<file path="config.mk">
export PLATFORM = sky130hd
export DESIGN_NAME = free_list
export DESIGN_NICKNAME = d
export VERILOG_FILES = /design/src/rtl/free_list_pkg.sv /design/src/rtl/free_list_checker.sv /design/src/rtl/free_list.sv
export SDC_FILE = /design/constraint.sdc
export NUM_CORES = 1
export LEC_CHECK = 0
export ABC_AREA = 1
export CAP_MARGIN = 20
export CELL_PAD_IN_SITES_DETAIL_PLACEMENT = 1
export CELL_PAD_IN_SITES_GLOBAL_PLACEMENT = 1
export CORE_MARGIN = 5
export CORE_UTILIZATION = 40
export CTS_BUF_LIST = sky130_fd_sc_hd__clkbuf_16
export CTS_CLUSTER_SIZE = 28
export DETAILED_ROUTE_END_ITERATION = 10
export GPL_TIMING_DRIVEN = 0
export PLACE_DENSITY_LB_ADDON = 0.1
export SETUP_SLACK_MARGIN = 0.3
export SYNTH_ARGS = -nofsm -noshare
export SYNTH_HDL_FRONTEND = slang
export SYNTH_HIERARCHICAL = 1
export SYNTH_SLANG_ARGS = --single-unit
</file>
<file path="constraint.sdc">
create_clock -name clk -period 18.9 [get_ports clk]
set_clock_uncertainty 0.1 [all_clocks]
set_input_delay 3.78 -clock clk [delete_from_list [all_inputs] [get_ports clk]]
set_output_delay 3.78 -clock clk [all_outputs]
set_load 0.005 [all_outputs]
</file>
<file path="src/rtl/free_list_pkg.sv">
// Shared rename parameters and types: physical register file sizing and
// free-list pointer geometry used by the free list, rename and ROB.
package free_list_pkg;

    localparam int PRF_SIZE      = 64;
    localparam int ARCH_REGS     = 32;
    localparam int PRF_IDX_HIBIT = $clog2(PRF_SIZE) - 1;
    localparam int FREE_DEPTH    = PRF_SIZE - ARCH_REGS;
    localparam int FREE_PTR_W    = $clog2(FREE_DEPTH) + 1;
    localparam int FREE_IDX_W    = FREE_PTR_W - 1;

    typedef logic [PRF_IDX_HIBIT:0] prd_t;
    typedef logic [FREE_PTR_W-1:0]  free_ptr_t;

    // Advance a wrap-bit pointer by one when enabled; index bits wrap naturally.
    function automatic free_ptr_t ptr_advance(input free_ptr_t ptr, input logic en);
        free_ptr_t result;
        if (en) begin
            result = ptr + free_ptr_t'(1'b1);
        end else begin
            result = ptr;
        end
        return result;
    endfunction

endpackage

</file>
<file path="src/rtl/free_list_checker.sv">
// Protocol checks for the free list: illegal pops, overflowing commits and
// attempts to free p0. Reports only; the datapath handles each case itself.
module free_list_checker
    import free_list_pkg::*;
(
    input logic                   clk,
    input logic                   rst,
    input logic                   id_free_dequeue,
    input logic                   flush,
    input logic                   free_empty,
    input logic                   rob_commit,
    input logic                   commit_full,
    input logic [PRF_IDX_HIBIT:0] rob_free_prd
);

    pop_when_empty_a: assert property (@(posedge clk) disable iff (rst)
        !(id_free_dequeue && free_empty && !flush))
        else $warning("free_list: dequeue while empty ignored");

    commit_when_full_a: assert property (@(posedge clk) disable iff (rst)
        !(rob_commit && commit_full))
        else $warning("free_list: commit while full dropped");

    free_p0_a: assert property (@(posedge clk) disable iff (rst)
        !(rob_commit && (rob_free_prd == '0)))
        else $warning("free_list: commit freed p0");

endmodule

</file>
<file path="src/rtl/free_list.sv">
// Circular free list of physical register indices with a speculative pop head,
// a retire head for instant flush recovery, and a commit-driven tail.
module free_list
    import free_list_pkg::*;
(
    input  logic                   clk,
    input  logic                   rst,
    input  logic                   id_free_dequeue,
    output logic [PRF_IDX_HIBIT:0] free_id_prd,
    output logic                   free_empty,
    output logic [FREE_PTR_W-1:0]  free_count,
    input  logic                   rob_commit,
    input  logic [PRF_IDX_HIBIT:0] rob_free_prd,
    input  logic                   flush
);

    prd_t      entry_r [FREE_DEPTH];
    free_ptr_t spec_head_r;
    free_ptr_t retire_head_r;
    free_ptr_t tail_r;

    free_ptr_t count_s;
    logic      full_s;
    logic      pop_ok_s;
    logic      commit_ok_s;
    free_ptr_t spec_head_next_s;
    free_ptr_t retire_head_next_s;
    free_ptr_t tail_next_s;

    // Occupancy and legality of this cycle's pop and push.
    // Full means every entry is free, so no speculative PRD exists to retire.
    always_comb begin
        count_s     = tail_r - spec_head_r;
        full_s      = (tail_r[FREE_IDX_W-1:0] == spec_head_r[FREE_IDX_W-1:0]) &&
                      (tail_r[FREE_IDX_W] != spec_head_r[FREE_IDX_W]);
        pop_ok_s    = id_free_dequeue && (count_s != free_ptr_t'(0)) && !flush;
        commit_ok_s = rob_commit && !full_s;
    end

    // Pointer updates; flush takes the retire head after this cycle's commit.
    always_comb begin
        retire_head_next_s = ptr_advance(retire_head_r, commit_ok_s);
        tail_next_s        = ptr_advance(tail_r, commit_ok_s);
        spec_head_next_s   = spec_head_r;
        if (flush) begin
            spec_head_next_s = retire_head_next_s;
        end else begin
            spec_head_next_s = ptr_advance(spec_head_r, pop_ok_s);
        end
    end

    // Pointer and storage state; reset loads the initial pool p32..p63.
    always_ff @(posedge clk or posedge rst) begin
        if (rst) begin
            for (int i = 0; i < FREE_DEPTH; i++) begin
                entry_r[i] <= prd_t'(ARCH_REGS + i);
            end
            spec_head_r   <= '0;
            retire_head_r <= '0;
            tail_r        <= free_ptr_t'(FREE_DEPTH);
        end else begin
            spec_head_r   <= spec_head_next_s;
            retire_head_r <= retire_head_next_s;
            tail_r        <= tail_next_s;
            if (commit_ok_s) begin
                entry_r[tail_r[FREE_IDX_W-1:0]] <= rob_free_prd;
            end
        end
    end

    assign free_id_prd = entry_r[spec_head_r[FREE_IDX_W-1:0]];
    assign free_count  = count_s;
    assign free_empty  = (count_s == free_ptr_t'(0));

    free_list_checker u_checker (
        .clk             (clk),
        .rst             (rst),
        .id_free_dequeue (id_free_dequeue),
        .flush           (flush),
        .free_empty      (free_empty),
        .rob_commit      (rob_commit),
        .commit_full     (full_s),
        .rob_free_prd    (rob_free_prd)
    );

endmodule

</file>
## Word-level counts from Yosys, hierarchy flattened

Cells that the tools add are included.

| cells by class | value |
|---|---|
| add/sub/neg operators | 4 |
| order comparisons | 3 |
| multiplexer cells | 9 |
| eq/ne operators | 2 |
| bitwise logic cells | 2 |
| reduce and logical (&&, ||, !) cells | 10 |

Operators by type and width:

| cell | number |
|---|---|
| 192-bit bitwise mux | 1 |
| 6-bit 2-to-1 mux | 6 |
| 6-bit binary-select mux with 5-bit select | 1 |
| 6-bit demux with 5-bit select | 1 |
| 6-bit by 1-bit adder with 6-bit output (second input constant) | 3 |
| 6-bit >= comparator (second input constant) | 2 |
| 5-bit inverter with 6-bit output | 2 |
| 6-bit zero test | 1 |
| 6-bit by 1-bit less-than comparator with 1-bit output (second input constant) | 1 |
| 6-bit nonzero test | 1 |
| 6-bit subtractor | 1 |
| 5-bit equality test | 1 |
| 1-bit logical AND | 5 |
| 1-bit zero test | 2 |
| 2-bit nonzero test | 1 |
| 1-bit inequality test | 1 |

| storage, ports and cells | value |
|---|---|
| input bits | 11 |
| register bits | 210 |
| output and inout port bits | 13 |

## Longest topological paths before layout

Gate-level depths: netlist (run 1).

| depth | value |
|---|---|
| word-level depth | 6 |
| mapped depth | 16 |

## Worst setup path after synthesis (run 1)

Ideal clock, no wire load.

| timing path | value |
|---|---|
| kind | flip-flop to output port |
| start | reg spec_head_r[2] |
| end | out free_empty |
| arrival | 1,796 ps |
| path slack | 13,224 ps |
| path buffers | 2 |
| cell stages (with the launch flop) | 11 |
| required time | 15,020 ps |
| path through | dfrtp_1 buf_2 inv_1 clkbuf_1 ha_1 or2_2 nand3_1 nand2_1 nor2_1 nand2_1 inv_1 |

| on the way | value |
|---|---|
| longest elaborated chain between the ends | 2 |

RTL lines:

| item | line | text |
|---|---|---|
| start: declaration | free_list.sv:18 | `free_ptr_t spec_head_r;` |
| start signal: assignment | free_list.sv:62 | `spec_head_r <= spec_head_next_s;` |
| 6-bit subtractor | free_list.sv:33 | `count_s = tail_r - spec_head_r;` |
| via free_count[3] | free_list.sv:11 | `output logic [FREE_PTR_W-1:0] free_count,` |
| 6-bit zero test | free_list.sv:73 | `assign free_empty = (count_s == free_ptr_t'(0));` |
| end: declaration | free_list.sv:10 | `output logic free_empty,` |

The timed path passes the listed nets, and every way through them passes these cells.

## Worst setup path after layout (run 1)

| timing path | value |
|---|---|
| start | reg spec_head_r[1] |
| end | out free_id_prd[0] |

| on the way | value |
|---|---|
| longest elaborated chain between the ends | 4 |

RTL lines:

| item | line | text |
|---|---|---|
| 5-bit inverter with 6-bit output (not written as such) | free_list.sv:71 | `assign free_id_prd = entry_r[spec_head_r[FREE_IDX_W-1:0]];` |
| 6-bit binary-select mux with 5-bit select | free_list.sv:71 |  |
| 6-bit 2-to-1 mux (not written as such) (2 in a row) | free_list.sv:71 |  |
| end: declaration | free_list.sv:9 | `output logic [PRF_IDX_HIBIT:0] free_id_prd,` |

Every way passes these cells. The select of a mux whose other input is x is not followed.

==> flow_metrics.py, run 1 <==
metrics = {
    "status": {
        "status": "finished, final reports clean",
    },
    "cells_and_area": {
        "drive_above_1_share_pct": 18.0,
        "design_area_um2": 11900,
        "syn_to_final_growth_pct": 13.7,
        "finalNetCount": 1330,
        "most-common-layout-cells": "nand2_1 (297), o21ai_0 (289), nor2_1 (166)",
        "insertedDiodeCount": 0,
        "layout_commonest_cell": "nand2_1",
        "fillers": 3099,
    },
    "setup_path": {
        "rrSetupSlack_ps": 15420,
        "start_kind": "flop",
        "path_max_fanout": 10,
        "crit_type": "reg -> out",
        "cp_cell_sequence": "buf_2 > inv_1 > clkbuf_1 > o21ai_0 > o22ai_1 > nor2_1 > nor2_1 > nor2_1 > nor2_1 > clkdlybuf4s50_1",
        "critPathMaxStageDelay_ps": 660,
        "critPathMostFrequentCell": "nor2_1",
        "crit_path_start": "spec_head_r[1]",
        "regToRegStartpoint": "spec_head_r[1]",
        "reg2reg_depth": 12,
        "slowest_stage": "clkbuf_1",
        "r2r_end": "entry_r[9]",
        "crit_required_ps": 15020,
        "crit_arrival_ps": 3700,
        "endpoint_kind": "output port",
    },
    "route": {
        "ant_nets": 0,
        "drt_iter0_drc": 585,
        "num_vias": 8963,
        "first_pass_iters": 5,
        "drc_errors": 0,
        "viasPerCell": 5.40,
        "wirelength_um": 35300,
        "post_drt_wl_per_cell_um": 21.3,
    },
    "worst_hold_path": {
        "hold_class": "reg -> reg",
        "min_to": "entry_r[27]",
        "holdPathStages": 2,
        "hp-start": "entry_r[27]",
    },
    "timing": {
        "fin_crit_ps": 7580,
        "slew_violations": 0,
        "setup_violations": 0,
        "worst_pin_slew_ps": 894,
        "fin_setup_tns_ps": 0,
        "hold_viol_final": 0,
        "grt_setup_unrepaired": "false",
        "max-slew-margin-rel_pct": 40.4,
        "clock.fmax_mhz": 132,
        "hold_ws_ps": 371,
        "setup_ws_ps": 11320,
        "period_share_pct": 40.1,
    },
    "global_route": {
        "gr-total-overflow": 0,
        "grt_max_degree": 110,
        "grt_usage_pct": 24.5,
        "grt_pass1_wl_um": 55200,
        "antenna_found_initial": 1,
        "grt_pass1_vias": 9246,
    },
    "placed_design": {
        "globalplace.congestion": 0.838,
        "pre_cts_slack_ps": 11910,
        "dpl_cell_area_um2": 11100,
        "dp_hpwl_um": 25400,
        "port_buffers": 22,
    },
    "cts": {
        "cts_root_buffer": "clkbuf_16",
        "post_cts_resized": 0,
        "cts_buffers": 25,
        "cts-htree-levels": 1,
        "clk_pin_slew_ps": 60,
        "hold_buffers": 0,
        "cts_tree": "built",
        "insertion_delay_ps": 540,
        "cts_setup_buffers": 0,
        "cts_sinks": 210,
        "cts_buffer_depth": 3,
    },
    "yosys": {
        "yosys.cell_types.count": 34,
        "syn_nets": 1280,
        "synth_cells": 1257,
        "yosys_warnings": 6,
        "syn_area_per_cell_um2": 8.29,
        "synth-seq-cells": 210,
        "seq_area_frac_synth_pct": 51.8,
        "synth_area_um2": 10400,
    },
    "die": {
        "dieArea_um2": 29400,
        "coreArea_um2": 25800,
        "rows": 59,
        "die_x_um": 171,
        "start_util_pct": 40.3,
        "boundaryPins": 24,
        "dieHeight_um": 171,
    },
    "power": {
        "p_leak_nw": 5.11,
        "peakVddDrop_v": 0.0000798,
        "power_density_nw_per_um2": 186,
        "finalPower_mw": 2.21,
    },
    "flow_run": {
        "max-cap-violations": 0,
    },
}
power by group:
| group | internal, mW | switching, mW |
|---|---|---|
| clock | 0.255 | 0.201 |
| combinational | 0.334 | 0.577 |
| sequential | 0.722 | 0.118 |
| total | 1.31 | 0.895 |
routing by layer:
metal | routed length [um] | track usage, % | vias up | share of wire [%]
met1 | 16200 | 34.4 | 4454 | 46
met2 | 16200 | 39.6 | 195 | 46
met4 | 1240 | 7.61 | 0 | 3.5
met5 | 0 | 0 | - | 0
li1 | - | - | 4247 | -
met3 | 1700 | 3.15 | 67 | 4.8
final cells by class:
type / instances / area [um^2] / area share [%]
clock buffer: 25 / 626 / 5.28
tap: 335 / 419 / 3.54
timing repair buffer: 23 / 248 / 2.09
clock inverter: 20 / 130 / 1.10
buffer: 93 / 553 / 4.67
inverter: 42 / 170 / 1.44
multi-input combinational: 912 / 4310 / 36.4
sequential: 210 / 5400 / 45.5
cell usage after synthesis (all sizes together):
cell type,count,area [um^2]
and2,1,6.26
nand4,2,12.5
fa,1,20.0
nor4,1,6.26
a21oi,2,10.0
xnor2,2,17.5
nor2,170,668
clkbuf,43,163
dfstp,113,2970
dfrtp,97,2430
nand2,319,1270
buf,50,390
clkinv,1,3.75
nand3,35,200
inv,41,159
o21ai,317,1620
o211ai,1,7.51
xor2,8,70.1
ha,11,138
or2,2,12.5
o22ai,36,225
nor3,3,15.0
o21a,1,7.51
critical path, delay by kind of cell, from the launching register on:
kind	cells	cell delay, ps
buffers and inverters	4	1720
flip-flops	1	430
AND/OR/NAND/NOR	4	630
AO/OA/AOI/OAI	2	360
registers in the layout (all words and copies together) (netlist names):
name / cells
tail_r: 6
spec_head_r: 6
retire_head_r: 6
entry_r: 192
how the worst max path moves through the flow:
stage | endpoint | slack (ps) | cells past startpoint
2_1_floorplan | entry_r[100] | 9470 | 1
3_3_place_gp | retire_head_r[3] | 6140 | 2
3_5_place_dp | free_id_prd[0] | 11910 | 10
4_1_cts | free_id_prd[0] | 11360 | 10
5_1_grt | free_id_prd[0] | 11180 | 10
6_report | free_id_prd[0] | 11320 | 10
logic make-up after synthesis:
family                   count (synthesis)  share of synthesized area (%)
AO/OA/AOI/OAI                          357                           18.0
flip-flops                             210                           51.8
adder cells (fa/ha/maj)                 12                           1.51
buffers and inverters                  135                           6.87
AND/OR/NAND/NOR                        533                           21.0
XOR/XNOR                                10                          0.841
per-stage QoR:
| step | util, % | std cells |
|---|---|---|
| after floorplan | - | 1257 |
| after global placement | 42.8 | 1614 |
| after detailed placement | 42.9 | 1615 |
| after CTS | 45.9 | 1660 |
| after global routing | 45.9 | 1660 |
| final | 45.9 | 1660 |
Note: power is estimated with default switching activity, not from simulation.
==> run 2: changes to the inputs <==
clock period = 6.1 ns   (was 18.9 ns; I/O delays follow)
==> run 2 against run 1 <==
Clock-buffer cell count is 2 higher. Largest cell class unchanged. Total power grew to 3.1 times the previous value. Global-route usage is 0.64 points higher. Clock power grew to 3.1 times the previous value. Sequential power grew to 3.1 times the previous value. Design area is 0.88% higher. Combinational power grew to 3.2 times the previous value. Sequential share of layout area is 0.40 points lower. Utilization is 0.40 points higher. Cell count is 0.48% higher.
==> flow_metrics.py, run 2 (synthesis gave the netlist of run 1 again) <==
metrics = {
    "setup_path": {
        "crit_required_ps": 4780,
        "reg2reg_depth": 12,
        "regToRegStartpoint": "spec_head_r[1]",
        "start_kind": "flop",
        "rrSetupSlack_ps": 2450,
        "endpoint_kind": "output port",
        "crit_type": "reg -> out",
        "r2r_end": "entry_r[3]",
        "crit_arrival_ps": 3830,
        "path_max_fanout": 10,
    },
    "timing": {
        "grt_setup_unrepaired": "false",
        "fin_setup_tns_ps": 0,
        "period_share_pct": 84.4,
        "hold_ws_ps": 370,
        "hold_viol_final": 0,
        "slew_violations": 0,
        "clock.fmax_mhz": 194,
        "max-slew-margin-rel_pct": 39.1,
        "worst_pin_slew_ps": 913,
        "setup_violations": 0,
        "fin_crit_ps": 5150,
    },
    "cells_and_area": {
        "regMostFlops": "entry_r",
        "drive_above_1_share_pct": 18.2,
        "layout_commonest_cell": "nand2_1",
        "insertedDiodeCount": 0,
        "final_util_pct": 46.3,
        "syn_to_final_growth_pct": 14.7,
        "most-common-layout-cells": "nand2_1 (297), o21ai_0 (289), nor2_1 (166)",
        "largest_reg_flops": 192,
        "finalNetCount": 1336,
    },
    "route": {
        "first_pass_iters": 5,
        "viasPerCell": 5.36,
        "post_drt_wl_per_cell_um": 21.7,
        "wirelength_um": 36300,
        "num_vias": 8936,
        "ant_nets": 0,
        "drt_iter0_drc": 505,
        "drc_errors": 0,
    },
    "global_route": {
        "grt_pass1_vias": 9188,
        "gr-total-overflow": 0,
        "antenna_found_initial": 1,
        "grt_usage_pct": 25.1,
        "grt_max_degree": 41,
        "grt_pass1_wl_um": 55700,
    },
    "cts": {
        "post_cts_resized": 0,
        "cts_buffers": 26,
        "cts_buffer_depth": 3,
        "hold_buffers": 0,
        "clk_pin_slew_ps": 60,
        "cts_sinks": 210,
        "insertion_delay_ps": 540,
        "cts-htree-levels": 1,
        "cts_tree": "built",
        "cts_root_buffer": "clkbuf_16",
        "cts_setup_buffers": 0,
    },
    "worst_hold_path": {
        "hold_class": "reg -> reg",
        "hp-start": "entry_r[107]",
        "holdPathStages": 2,
        "min_to": "entry_r[107]",
    },
    "status": {
        "status": "finished, final reports clean",
    },
    "flow_run": {
        "max-cap-violations": 0,
    },
    "die": {
        "coreArea_um2": 25800,
        "dieArea_um2": 29400,
        "boundaryPins": 24,
        "dieHeight_um": 171,
        "rows": 59,
        "die_x_um": 171,
        "start_util_pct": 40.3,
    },
    "power": {
        "finalPower_mw": 6.88,
        "peakVddDrop_v": 0.000275,
        "power_density_nw_per_um2": 576,
        "p_leak_nw": 5.15,
    },
    "placed_design": {
        "dp_hpwl_um": 25800,
        "globalplace.congestion": 0.905,
        "port_buffers": 22,
    },
}
## run 2: critical path, stage by stage, from the launching register on
cell and delay [ps]:
dfrtp_1 430, buf_2 220, inv_1 390, clkbuf_1 640, o21ai_0 200, o22ai_1 160, nor2_1 50, nor2_1 350
nor2_1 90, nor2_1 200, clkdlybuf4s50_1 540
## run 2: where the power goes
part           switching (mW)  internal [mW]  leakage, nW
combinational            1.83           1.04         2.32
clock                   0.612          0.791        0.396
sequential              0.371           2.24         2.43
## run 2: through the flow
step,std cells,cell area [um^2],setup WS (ps)
floorplan,1257,10400,2140
global placement,1614,11100,248
detailed placement,1620,11200,1590
CTS,1668,12000,1020
global route,1668,12000,841
finish,1668,12000,950
## run 2: worst max-delay path by stage
| stage | start | end | slack [ps] | depth (start not counted) |
|---|---|---|---|---|
| detailed placement | spec_head_r[1] | free_id_prd[2] | 1590 | 10 |
| CTS | spec_head_r[1] | free_id_prd[2] | 1020 | 10 |
| global placement | rst | retire_head_r[5] | 250 | 2 |
| floorplan | rst | entry_r[100] | 2140 | 1 |
| global route | spec_head_r[1] | free_id_prd[0] | 840 | 10 |
| finish | spec_head_r[1] | free_id_prd[2] | 950 | 10 |
## run 2: layout make-up
cell class | count | area (um^2)
plain buffers | 93 | 553
flip-flops and latches | 210 | 5400
multi-input cells | 912 | 4310
well taps | 335 | 419
repair buffers | 28 | 348
clock inverters | 21 | 87.6
clock buffers | 27 | 676
fillers | 3132 | 13900
inverters | 42 | 166
## run 2: per-layer routing
metal,share of wire (%),GRT usage [%]
met5,0.036,0
met4,4.0,8.54
met3,4.5,4.00
met2,46,41.0
met1,46,34.2
==> run 3: changes to the inputs <==
clock period = 4.5 ns   (was 6.1 ns; I/O delays follow)
==> run 3 against run 2 <==
Critical path depth increased by 1. Global-route usage increased by 0.063 points. Design area increased by 1.0%. Total power increased by 37%. Hold slack improved by 3.6 ps. Clock power increased by 36%. Sequential share of layout area decreased by 0.44 points. Flip-flop and latch count unchanged. Via count increased by 0.43%. Combinational power increased by 40%. Register-to-register slack got worse by 1000 ps. Critical path type unchanged. Largest cell class unchanged. Highest routed layer is now met4.
==> flow_metrics.py, run 3 (synthesis gave the netlist of run 1 again) <==
metrics = {
    "timing": {
        "grt_setup_unrepaired": "false",
        "slew_violations": 0,
        "max-slew-margin-rel_pct": 48.8,
        "clock.fmax_mhz": 242,
        "period_share_pct": 91.8,
        "fin_crit_ps": 4130,
        "setup_violations": 0,
        "worst_pin_slew_ps": 768,
        "hold_viol_final": 0,
        "fin_setup_tns_ps": 0,
        "setup_ws_ps": 367,
    },
    "cts": {
        "cts_tree": "built",
        "clk_pin_slew_ps": 60,
        "cts-htree-levels": 1,
        "cts_sinks": 210,
        "cts_buffer_depth": 3,
        "cts_root_buffer": "clkbuf_16",
        "cts_buffers": 26,
        "insertion_delay_ps": 540,
        "hold_buffers": 0,
    },
    "global_route": {
        "grt_usage_pct": 25.2,
        "grt_pass1_wl_um": 56100,
        "gr-total-overflow": 0,
        "grt_max_degree": 41,
        "antenna_found_initial": 0,
        "grt_pass1_vias": 9216,
    },
    "placed_design": {
        "dp_hpwl_um": 25800,
        "pre_cts_slack_ps": 311,
        "port_buffers": 22,
        "dp_cells": 1620,
        "globalplace.congestion": 0.905,
    },
    "power": {
        "power_density_nw_per_um2": 783,
        "peakVddDrop_v": 0.000377,
        "finalPower_mw": 9.45,
        "p_leak_nw": 5.23,
    },
    "die": {
        "start_util_pct": 40.3,
        "boundaryPins": 24,
        "coreArea_um2": 25800,
        "die_x_um": 171,
        "dieHeight_um": 171,
        "dieArea_um2": 29400,
        "rows": 59,
    },
    "route": {
        "wirelength_um": 36300,
        "viasPerCell": 5.37,
        "post_drt_wl_per_cell_um": 21.7,
        "ant_nets": 0,
        "num_vias": 8974,
        "drt_iter0_drc": 526,
        "first_pass_iters": 5,
        "drc_errors": 0,
    },
    "worst_hold_path": {
        "hold_class": "reg -> reg",
        "holdPathStages": 2,
        "hp-start": "entry_r[113]",
        "min_to": "entry_r[113]",
    },
    "cells_and_area": {
        "syn_to_final_growth_pct": 15.9,
        "regMostFlops": "entry_r",
        "fillers": 3125,
        "fin_cells": 1670,
        "finalNetCount": 1338,
        "layout_commonest_cell": "nand2_1",
        "insertedDiodeCount": 0,
        "largest_reg_flops": 192,
        "drive_above_1_share_pct": 20.6,
        "most-common-layout-cells": "nand2_1 (297), o21ai_0 (283), nor2_1 (161)",
    },
    "flow_run": {
        "max-cap-violations": 0,
    },
    "setup_path": {
        "start_kind": "flop",
        "endpoint_kind": "output port",
        "critPathMaxStageDelay_ps": 530,
        "reg2reg_depth": 11,
        "crit_type": "reg -> out",
        "crit_required_ps": 3500,
        "slowest_stage": "clkdlybuf4s50_1",
        "path_max_fanout": 10,
        "regToRegStartpoint": "spec_head_r[4]",
        "cp_cell_sequence": "clkbuf_4 > inv_2 > buf_6 > buf_6 > nor2_1 > o22ai_1 > nand2_1 > nand3_1 > nor2_1 > nor2_2 > clkdlybuf4s50_1",
        "crit_arrival_ps": 3130,
        "rrSetupSlack_ps": 1440,
        "r2r_end": "entry_r[3]",
    },
    "status": {
        "status": "finished, final reports clean",
    },
}
## run 3: repair_timing
| item | 4_1_cts | 5_1_grt |
|---|---|---|
| setup endpoints to repair | 9 | 7 |
| buffers inserted | 2 | 0 |
| resized for setup | 34 | 29 |
| pin swaps | 0 | 0 |
## run 3: critical path: cells and delay by family, from the launching register on
kind                   cells  cell delay (ps)
AOI/OAI and AO/OA          1              260
DFF                        1              460
buffers and inverters      5             1250
and+or+nand+nor            5              630
## run 3: cell type report
cell class / instances / area, um^2 / area share (%)
timing repair buffer: 30 / 363 / 3.01
sequential: 210 / 5400 / 44.7
buffer: 93 / 634 / 5.25
clock inverter: 21 / 87.6 / 0.725
tap: 335 / 419 / 3.47
inverter: 42 / 174 / 1.44
multi-input combinational: 912 / 4320 / 35.8
clock buffer: 27 / 676 / 5.60
## run 3: report_power, final
group / internal (mW) / switching, mW
logic: 1.49 / 2.52
registers: 3.04 / 0.506
clock network: 1.07 / 0.827
total: 5.60 / 3.85
## run 3: routing by layer
layer  vias up  global-route usage (%)  wire length, um
li1       4256                       -                -
met1      4472                    34.7            16800
met2       173                    42.0            17000
met3        73                    3.13             1390
met4         0                    7.20             1110
met5         -                       0                0
## run 3: how the worst max path moves through the flow
stage / startpoint / to / slack [ps] / depth (start not counted)
floorplan: rst / entry_r[100] / 860 / 1
global placement: rst / retire_head_r[5] / -1030 / 2
detailed placement: spec_head_r[1] / free_id_prd[2] / 310 / 10
CTS: spec_head_r[0] / free_id_prd[5] / 280 / 11
global route: spec_head_r[0] / free_id_prd[2] / 300 / 10
finish: spec_head_r[0] / free_id_prd[3] / 370 / 11
## run 3: stage by stage
stage	area (um^2)	util, %	hold slack (ps)
2_1_floorplan	10400	-	348
3_3_place_gp	11100	42.8	358
3_5_place_dp	11200	43.3	362
4_1_cts	12000	46.5	372
5_1_grt	12100	46.7	383
6_report	12100	46.7	374
